File: config.mk
export PLATFORM = sky130hd
export DESIGN_NAME = dcache_wb_buffer
export DESIGN_NICKNAME = d
export VERILOG_FILES = /design/src/rtl/dcache_wb_buffer.sv
export SDC_FILE = /design/constraint.sdc
export NUM_CORES = 1
export LEC_CHECK = 0
export CORE_UTILIZATION = 45
export DETAILED_ROUTE_END_ITERATION = 12
export GPL_TIMING_DRIVEN = 0
export PLACE_DENSITY = 0.79
export SYNTH_ARGS = -nofsm -noshare
export SYNTH_HDL_FRONTEND = slang
export SYNTH_SLANG_ARGS = --single-unit
File: constraint.sdc
create_clock -name clk -period 2.4 [get_ports clk]
set_input_delay 0.48 -clock clk [delete_from_list [all_inputs] [get_ports clk]]
set_output_delay 0.48 -clock clk [all_outputs]
set_load 0.02 [all_outputs]
File: src/rtl/dcache_wb_buffer.sv
// Single-entry D-cache write-back buffer: captures an evicted dirty line or an
// uncached single-word store and drains it as one AXI write burst (AW, W, B).
// Also provides a combinational address-conflict check for pending refills.
module dcache_wb_buffer #(
  parameter int unsigned LINE_WORDS = 8,
  parameter int unsigned OFFSET_W   = 5
) (
  input  logic                     clk,
  input  logic                     rst,
  // cache side
  input  logic                     wb_req,
  input  logic                     wb_single,
  input  logic [31:0]              wb_addr,
  input  logic [3:0]               wb_strb,
  input  logic [32*LINE_WORDS-1:0] wb_line,
  output logic                     wb_ready,
  output logic                     wb_busy,
  input  logic [31:0]              chk_addr,
  output logic                     chk_hit,
  // AXI write address channel
  output logic [31:0]              d_awaddr,
  output logic [7:0]               d_awlen,
  output logic [2:0]               d_awsize,
  output logic                     d_awvalid,
  input  logic                     d_awready,
  // AXI write data channel
  output logic [31:0]              d_wdata,
  output logic [3:0]               d_wstrb,
  output logic                     d_wlast,
  output logic                     d_wvalid,
  input  logic                     d_wready,
  // AXI write response channel
  input  logic                     d_bvalid,
  output logic                     d_bready
);

  localparam int unsigned IDX_W    = $clog2(LINE_WORDS);
  localparam int unsigned CNT_W    = 4;
  localparam logic [7:0]  LINE_LEN = 8'(LINE_WORDS - 1);
  localparam logic [31:0] LINE_MSK = ~(32'((64'd1 << OFFSET_W) - 64'd1));
  localparam logic [31:0] WORD_MSK = 32'hFFFF_FFFC;

  typedef enum logic [1:0] {
    S_IDLE = 2'd0,
    S_AW   = 2'd1,
    S_W    = 2'd2,
    S_B    = 2'd3
  } state_e;

  state_e                         state_q, state_d;
  logic [CNT_W-1:0]               cnt_q, cnt_d;
  logic [31:0]                    addr_q;
  logic                           single_q;
  logic [3:0]                     strb_q;
  logic [LINE_WORDS-1:0][31:0]    line_q;

  logic                           accept_c;
  logic [7:0]                     len_c;
  logic                           last_c;

  // Burst length and last-beat detect derived from the stored entry
  always_comb begin
    len_c  = single_q ? 8'd0 : LINE_LEN;
    last_c = (cnt_q == len_c[CNT_W-1:0]);
  end

  // State and beat-counter registers
  always_ff @(posedge clk or negedge rst) begin
    if (!rst) begin
      state_q <= S_IDLE;
      cnt_q   <= '0;
    end else begin
      state_q <= state_d;
      cnt_q   <= cnt_d;
    end
  end

  // Next-state and beat-counter logic
  always_comb begin
    state_d = state_q;
    cnt_d   = cnt_q;
    case (state_q)
      S_IDLE: begin
        if (wb_req) state_d = S_AW;
      end
      S_AW: begin
        if (d_awready) begin
          state_d = S_W;
          cnt_d   = '0;
        end
      end
      S_W: begin
        if (d_wready) begin
          if (last_c) state_d = S_B;
          else        cnt_d   = cnt_q + CNT_W'(1);
        end
      end
      S_B: begin
        // a request accepted in the completion cycle skips IDLE entirely
        if (d_bvalid) state_d = wb_req ? S_AW : S_IDLE;
      end
      default: state_d = S_IDLE;
    endcase
  end

  // Entry capture: latched on the accepting edge only
  always_ff @(posedge clk or negedge rst) begin
    if (!rst) begin
      addr_q   <= '0;
      single_q <= 1'b0;
      strb_q   <= '0;
      line_q   <= '0;
    end else if (accept_c) begin
      addr_q   <= wb_addr;
      single_q <= wb_single;
      strb_q   <= wb_strb;
      line_q   <= wb_line;
    end
  end

  // Output decode: channel fields are driven only while their valid is high
  always_comb begin
    d_awaddr  = '0;
    d_awlen   = '0;
    d_awsize  = '0;
    d_awvalid = 1'b0;
    d_wdata   = '0;
    d_wstrb   = '0;
    d_wlast   = 1'b0;
    d_wvalid  = 1'b0;
    d_bready  = 1'b0;
    case (state_q)
      S_AW: begin
        d_awvalid = 1'b1;
        d_awaddr  = addr_q;
        d_awlen   = len_c;
        d_awsize  = 3'b010;
      end
      S_W: begin
        d_wvalid = 1'b1;
        d_wdata  = line_q[cnt_q[IDX_W-1:0]];
        d_wstrb  = single_q ? strb_q : 4'hF;
        d_wlast  = last_c;
      end
      S_B: begin
        d_bready = 1'b1;
      end
      default: ;
    endcase
  end

  // Cache-side handshake, busy flag and refill hazard check
  always_comb begin
    wb_ready = (state_q == S_IDLE) | ((state_q == S_B) & d_bvalid);
    wb_busy  = (state_q != S_IDLE);
    accept_c = wb_req & wb_ready;
    // singles conflict at word granularity, lines at line granularity
    chk_hit  = wb_busy &
               (((chk_addr ^ addr_q) & (single_q ? WORD_MSK : LINE_MSK)) == 32'd0);
  end

endmodule

==> flow_summary.ini, run 1 <==
[status]
status = complete, but fails checks
violations = negative hold slack, negative setup slack

[logic_synthesis]
netlist.top_cell.by_area = dfrtp_1
ys_types = 41
syn_area_um2 = 14030
async_reset_ff_share_pct = 100.0
synth_cells = 920
ys_ff_latch = 299
yosysSeqAreaShare_pct = 53.31
ys.flop_type = dfrtp_1
avgSynthCellArea_um2 = 15.26
synth_edf_count = 0
synth_area_leaders = dfrtp_1 (53%), mux2_2 (24%), mux4_2 (10%)
ys_warn_count = 0
synth_top_area_share_pct = 53.31

[clock_network]
clk-insertion-delay-late_ps = 510
clockBufferDepth = 3
htreeDepth = 2
cts_tree = built
clk_pin_slew_ps = 60
cts_made_buffers = 34
clock-sinks = 299
clockRootBuffer = clkbuf_16

[pwr]
peakVddDrop_mv = 0.6585
p_leak_nw = 8.582
powerDensity_nw_per_um2 = 1297

[global_routing]
antenna_found_initial = 13
grt_overflow = 0
grt_max_degree = 110
grtUsageTotal_pct = 27.15
grt_pass1_vias = 10605
grt_pass1_wl_um = 63030

[floorplan]
rows = 64
fp.dieArea_um2 = 31900
die_w_um = 178.6
initial_core_util_pct = 45.76
coreArea_um2 = 30670
io-pin-count = 417
fp.dieH_um = 178.6

[drt]
ant_nets = 0
vias_per_cell = 5.341
drc = 0
drtIter0Drc = 405
totalWireLength_um = 43690
route.detailed.wl_per_inst_um = 23.84
via_count = 9790
drt_pass1_iterations = 4

[layout]
stdcell_count = 1833
regArea_um2 = 7483
multiInputGateArea_um2 = 6332
fin_area_um2 = 20410
fin_nets = 1739
syn_to_final_growth_pct = 45.40
fill_cells = 2257
layout-drive-gt1-share_pct = 43.65

[worst_setup_path]
cp_cell_sequence = buf_12, buf_6, mux4_2, mux2i_1, nor2b_1, clkdlybuf4s15_2
critPathMaxStageDelay_ps = 550
crit_required_ps = 1920
critPathMaxFanout = 10
worstPathArrival_ps = 2270
worstSetupPathType = reg -> out
cp-start-kind = flop
cp_slowest_cell = mux4_2
endpoint_kind = output pin

[timing]
setup_viol = 54
rsz0062_at_grt = true
fmax_mhz = 363.7
setup_slack_ps = -349.5
tightest_slew_ps = 703.7
hold_slack_ps = -6.078
skew_ps = 10.16
hold_violations = 10
relSlewSlack_pct = 53.09
period_share_pct = 114.6
drv_slew = 0
period_minus_slack_ps = 2750

[place]
portBuffers = 407
dp.cells = 1731
placed_cell_area_um2 = 18690
place_congestion = 0.8557
place_hpwl_um = 31730

[flow_run]
drv_cap = 0

[hold_path]
hold_path_class = in -> async
-- synth_stat cells, types with 7 or more instances --
cell type and number:
and2_1 33, buf_2 37, buf_4 11, clkbuf_1 17, dfrtp_1 299, inv_1 11
mux2_2 294, mux2i_1 32, mux4_2 64, nor2b_1 35, nor4_1 7, xor2_1 27
-- layout by cell type (no fill, tap or decap), drive strengths merged, types with 2 or more instances in the layout --
master | Yosys | final
clkdlybuf4s50 | 0 | 326
dfrtp | 299 | 299
mux2 | 294 | 294
buf | 54 | 148
clkbuf | 17 | 79
mux4 | 64 | 64
nor2b | 35 | 35
and2 | 33 | 33
mux2i | 32 | 32
xor2 | 27 | 27
inv | 11 | 13
diode | 0 | 12
conb | 1 | 7
nor4 | 7 | 7
ha | 6 | 6
nand3 | 5 | 5
clkinv | 0 | 5
clkdlybuf4s15 | 0 | 4
a21boi | 4 | 4
nand2 | 4 | 4
xnor2 | 3 | 3
dlygate4sd2 | 0 | 3
o21ai | 2 | 2
a211o | 2 | 2
a22o | 2 | 2
a21oi | 2 | 2
-- critical path: cells and delay by family (launching register included) --
| family | cells | cell delay, ps |
|---|---|---|
| buffers and inverters | 3 | 600 |
| flip-flops | 1 | 400 |
| multiplexers | 2 | 710 |
| AND/OR/NAND/NOR | 1 | 60 |
-- power breakdown --
part | internal (mW) | switching, mW | leakage [nW]
logic | 7.09 | 5.18 | 4.53
clock network | 2.98 | 2.08 | 0.528
registers | 7.66 | 1.46 | 3.53
-- timing repair --
item,4_1_cts,5_1_grt
hold buffers,0,0
gates resized for setup,368,156
pin swaps,8,2
cloned,2,3
endpoints found under the setup margin,347,216
setup buffers,17,11
-- stage by stage --
stage,power [mW],hold slack [ps],util [%],setup slack (ps),setup TNS (ps)
floorplan,16.33,184.4,-,27.57,0
global placement,20.04,481.0,60.73,-12300,-3797120
detailed placement,20.43,486.8,60.93,-1125,-135210
CTS,26.11,20.26,65.74,-364.8,-10100
global route,27.83,44.99,66.49,-461.9,-17050
finish,26.46,-6.078,66.53,-349.5,-11740
-- routing by layer --
metal	global-route usage, %	part of all wire [%]	wire [um]
met1	30.46	36	15770
met5	0	0.025	11
met4	8.581	3.2	1389
met2	49.97	53	23330
met3	6.927	7.3	3195
-- cell type report --
cell class / instances / area share [%]
antenna: 12 / 0.1472
buffer: 70 / 3.464
clock buffer: 50 / 4.862
clock inverter: 9 / 0.4108
inverter: 11 / 0.2023
multi-input combinational: 545 / 31.03
sequential: 299 / 36.67
tap: 396 / 2.428
timing repair buffer: 441 / 20.78
-- state kept, by name, summed over array words and instances, names as in the netlist --
register  flops
addr_q       32
single_q      1
strb_q        4
state_q       2
cnt_q         4
line_q      256
-- final timing paths --
kind	start	slack, ps	cells past startpoint	end
max in group asynchronous	rst	1360	2	line_q[170]
hold / removal	rst	-6	1	line_q[156]
setup reg to reg	state_q[0]	0	8	cnt_q[1]
min in group clk	line_q[193]	500	1	line_q[193]
setup / recovery	cnt_q[0]	-350	6	d_wdata[30]
hold reg to reg	line_q[193]	500	1	line_q[193]
-- cell families (layout without fill, tap and decap cells) --
group                      count (synthesis)  count (layout)  synth area share [%]
AOI/OAI and AO/OA                         20              20                 1.141
xor gates and xnor gates                  30              30                 1.872
adders and majority gates                  6               6                0.5349
buffers and inverters                     82             581                 2.871
DFF                                      299             299                 53.31
muxes                                    390             390                 36.14
other                                      1              19               0.02672
and+or+nand+nor                           92              92                 4.101
Power figures use the tool's default switching activity.
==> run 2, diff against run 1 <==
Settings changed: CELL_PAD_IN_SITES_DETAIL_PLACEMENT set to 1, CELL_PAD_IN_SITES_GLOBAL_PLACEMENT set to 1, CORE_UTILIZATION 45 to 42, PLACE_DENSITY 0.79 to 0.89.
Clock period 2.4 ns to 3.45 ns, I/O delays scaled along.
==> run 2 against run 1 <==
Compared with the run above: the flow now finishes without violations; utilization decreased by 5.2 points; die area grew 7.1%; total power shrank 31%; sequential power shrank 29%; clock skew up 16 ps; sequential share of layout area grew 0.66 points; non-clock buffer count down 32; worst hold slack improved by 160 ps; clock power shrank 28%; largest cell class unchanged; largest power group unchanged.
==> flow_summary.ini, run 2 (synthesis gave the netlist of run 1 again) <==
[layout]
largest-register = line_q
multiInputGateArea_um2 = 6205
syn_to_final_growth_pct = 42.82
fin_area_um2 = 20040
regArea_um2 = 7482
fin_nets = 1707
layout_commonest_cell = clkdlybuf4s50_1
finalCoreUtilization_pct = 61.29
stdcell_count = 1849
fill_cells = 3093
layout-drive-gt1-share_pct = 34.84
largestRegisters = line_q (256), addr_q (32)
largest_reg_flops = 256
final_cell_mix = clkdlybuf4s50_1 (377), dfrtp_1 (299), mux2_2 (294)

[pwr]
pwr-share-seq_pct = 35.5
switching_share_pct = 34.03
internal-power_mw = 12.04
powerDensity_nw_per_um2 = 910.3
comb_power_share_pct = 44.7
p_leak_nw = 8.415
fin_total_pwr_mw = 18.25
power.switching_mw = 6.210
clockPowerShare_pct = 19.9
peakVddDrop_mv = 0.5772

[worst_setup_path]
r2r_end = line_q[4]
worstPathArrival_ps = 2660
r2r_cells = 8
critPathMaxFanout = 10
rrSetupSlack_ps = 670
regToRegStartpoint = state_q[1]
cp-start-kind = flop
worstSetupPathType = reg -> out
critPathLaunch = cnt_q[0]
critPathCapture = d_wdata[15]
crit_required_ps = 2760
endpoint_kind = output pin

[drt]
ant_nets = 0
totalWireLength_um = 49580
route.detailed.wl_per_inst_um = 26.82
drtIter0Drc = 337
vias_per_cell = 5.423
drt_pass1_iterations = 4
via_count = 10027
drc = 0

[clock_network]
clockRootBuffer = clkbuf_16
cts_tree = built
cts_made_buffers = 34
clk_pin_slew_ps = 50
clockBufferDepth = 3
clk-insertion-delay-late_ps = 520
htreeDepth = 2
post_cts_buffers = 0
clock-sinks = 299

[global_routing]
met2_usage_pct = 52.74
top_usage_layer = met2
grtUsageTotal_pct = 29.47
grt_max_degree = 119
use_met1_pct = 31.76
grt_pass1_vias = 11499
globalRouteMet3Util_pct = 7.786
grt_overflow = 0
grt_pass1_wl_um = 72960
antenna_found_initial = 12

[floorplan]
fp.dieArea_um2 = 34150
initial_core_util_pct = 42.92
fp.dieH_um = 184.8
io-pin-count = 417
die_w_um = 184.8
coreArea_um2 = 32700
rows = 66

[timing]
setup_tns_ps = 0
hold_slack_ps = 154.8
period_minus_slack_ps = 3346
tightest_slew_ps = 840.9
period_share_pct = 96.97
rsz0062_at_grt = false
setup_viol = 0
hold_violations = 0
skew_ps = 26.02
setup_slack_ps = 104.5
drv_slew = 0
relSlewSlack_pct = 43.94
fmax_mhz = 298.9

[place]
place_ws_ps = -410.8
place_congestion = 0.8224
portBuffers = 407
dp.cells = 1777
place_hpwl_um = 36600
placed_cell_area_um2 = 18740

[status]
status = finished, final reports clean

[hold_path]
hold_path_class = in -> async

[flow_run]
drv_cap = 0
-- run 2: cell count changes in the layout (fill, tap and decap cells not counted), sizes merged --
cell and delta:
bufinv +1, clkdlybuf4s50 +51, dlygate4sd2 +12, diode +3, clkdlybuf4s15 -2, buf -92
inv -1, dlymetal6s2s +13, clkbuf -15
-- run 2: per-layer routing --
layer,part of all wire [%],wire (um)
met4,5.2,2570
met2,52,25790
met5,0.026,13
met1,35,17490
met3,7.5,3713
-- run 2: area by class of cell --
| type | count | area share (%) |
|---|---|---|
| clock buffer | 49 | 5.031 |
| clock inverter | 9 | 0.5056 |
| buffer | 70 | 2.322 |
| antenna | 15 | 0.1873 |
| sequential | 299 | 37.33 |
| inverter | 11 | 0.2060 |
| multi-input combinational | 545 | 30.96 |
| timing repair buffer | 409 | 20.71 |
| tap | 442 | 2.759 |
-- run 2: repair_timing --
action                     CTS  global route
hold endpoints to repair     0             0
setup endpoints to repair   58            18
hold buffers                 0             0
gates resized for setup     64            16
pin swaps                    0             0
-- run 2: how the worst min path moves through the flow --
| stage | to | cells past startpoint |
|---|---|---|
| 6_report | addr_q[30] | 1 |
| 2_1_floorplan | addr_q[0] | 0 |
| 3_3_place_gp | addr_q[0] | 1 |
| 5_1_grt | line_q[124] | 1 |
| 3_5_place_dp | addr_q[0] | 1 |
| 4_1_cts | addr_q[18] | 1 |
-- run 2: worst max-delay path, cell delays in order, from the launching register on --
cell	delay, ps
dfrtp_1	360
buf_4	210
buf_8	200
buf_8	210
mux4_2	530
mux2i_2	220
nor2b_1	90
dlygate4sd2_1	320
-- run 2: power groups by stage --
stage	logic, mW	clock network (mW)	registers [mW]
after floorplan	5.40	0	5.95
after global routing	8.68	3.82	6.66
final	8.15	3.62	6.47
after CTS	8.24	3.69	6.44
after global placement	7.71	0	6.29
after detailed placement	8.07	0	6.45
==> run 3, diff against run 2 <==
Settings changed: CTS_CLUSTER_SIZE set to 14.
==> run 3 against run 2 <==
Compared with the run above: total power down 0.12%; sequential share of layout area unchanged; register-to-register slack worse by 30 ps; clock skew about the same.
==> flow_summary.ini, run 3 (synthesis gave the netlist of run 1 again) <==
[drt]
drtIter0Drc = 331
drc = 0
drt_pass1_iterations = 4
ant_nets = 0
route.detailed.wl_per_inst_um = 26.74
totalWireLength_um = 49440
vias_per_cell = 5.389
via_count = 9964

[clock_network]
cts_tree = built
clk-insertion-delay-late_ps = 510
clockBufferDepth = 3
cts_made_buffers = 34
clockRootBuffer = clkbuf_16
cts_hold_buf = 0
post_cts_buffers = 0
clock-sinks = 299
htreeDepth = 2
clk_pin_slew_ps = 50

[layout]
final_cell_mix = clkdlybuf4s50_1 (377), dfrtp_1 (299), mux2_2 (294)
layout-drive-gt1-share_pct = 34.84
largest-register = line_q
finalCoreUtilization_pct = 61.29
largestRegisters = line_q (256), addr_q (32)
syn_to_final_growth_pct = 42.82
fin_nets = 1707
fin_area_um2 = 20040
layout_commonest_cell = clkdlybuf4s50_1
largest_reg_flops = 256

[floorplan]
initial_core_util_pct = 42.92
coreArea_um2 = 32700
fp.dieH_um = 184.8
io-pin-count = 417
die_w_um = 184.8
rows = 66
fp.dieArea_um2 = 34150

[timing]
rsz0062_at_grt = false
hold_violations = 0
tightest_slew_ps = 841.1
drv_slew = 0
setup_slack_ps = 111.5
period_share_pct = 96.77
relSlewSlack_pct = 43.92
fmax_mhz = 299.5
setup_viol = 0
skew_ps = 25.84
period_minus_slack_ps = 3338

[global_routing]
antenna_found_initial = 12
grt_overflow = 0
grtUsageTotal_pct = 29.47
grt_pass1_vias = 11499
grt_pass1_wl_um = 72960
grt_max_degree = 119

[worst_setup_path]
crit_required_ps = 2760
r2r_cells = 8
worstSetupPathType = reg -> out
cp-start-kind = flop
critPathMaxFanout = 10
worstPathArrival_ps = 2650
endpoint_kind = output pin

[place]
placed_cell_area_um2 = 18740
place_hpwl_um = 36600
place_ws_ps = -410.8
portBuffers = 407
place_congestion = 0.8224

[pwr]
p_leak_nw = 8.415
peakVddDrop_mv = 0.5772
powerDensity_nw_per_um2 = 909.2

[hold_path]
hold_path_class = in -> async

[status]
status = finished, final reports clean

[flow_run]
drv_cap = 0
-- run 3: cell counts in the layout (fill, tap and decap cells not counted) --
No cell type changed its count.
-- run 3: critical path, cell delays in order (launching register included) --
cell and delay [ps]:
dfrtp_1 350, buf_4 200, buf_8 200, buf_8 200, mux4_2 530, mux2i_2 230
nor2b_1 90, dlygate4sd2_1 320
-- run 3: where the power goes --
group | internal (mW) | switching (mW) | total [mW]
registers | 5.33 | 1.14 | 6.46
clock network | 2.18 | 1.44 | 3.62
logic | 4.53 | 3.61 | 8.14
-- run 3: final cells by class --
type,instances,area [um2]
Clock inverter,9,101.3
Timing Repair Buffer,409,4150
Clock buffer,49,1008
Buffer,70,465.4
Antenna cell,15,37.54
Sequential cell,299,7482
Multi-Input combinational cell,545,6205
Inverter,11,41.29
Tap cell,442,553.0
Fill cell,3093,12660
-- run 3: worst paths after layout --
| path | from | end | slack [ps] |
|---|---|---|---|
| max | cnt_q[0] | d_wdata[15] | 110 |
| min | rst | addr_q[30] | 140 |
| max reg2reg | state_q[1] | line_q[4] | 640 |
| min reg2reg | addr_q[0] | addr_q[0] | 500 |
| max in group asynchronous | rst | line_q[105] | 2250 |
| min in group clk | addr_q[0] | addr_q[0] | 500 |
-- run 3: metrics by stage --
| step | hold slack [ps] | total power, mW | instances | setup TNS [ps] |
|---|---|---|---|---|
| global route | 195.0 | 19.16 | 1843 | 0 |
| finish | 141.8 | 18.22 | 1849 | 0 |
| CTS | 167.8 | 18.37 | 1834 | -0.4681 |
| floorplan | 394.4 | 11.36 | 926 | 0 |
| global placement | 479.0 | 14.00 | 1775 | -3417130 |
| detailed placement | 486.5 | 14.52 | 1777 | -8594 |
-- run 3: repair_timing --
action                                  in CTS  in global routing
cloned                                       0                  0
endpoints found under the setup margin      58                 18
resized for setup                           64                 16
-- run 3: routing by layer --
metal | GRT usage [%] | wire length (um) | vias up
li1 | - | - | 4240
met1 | 31.76 | 17440 | 5197
met2 | 52.74 | 25800 | 414
met3 | 7.786 | 3638 | 113
met4 | 15.57 | 2562 | 0
met5 | 0 | 0 | -
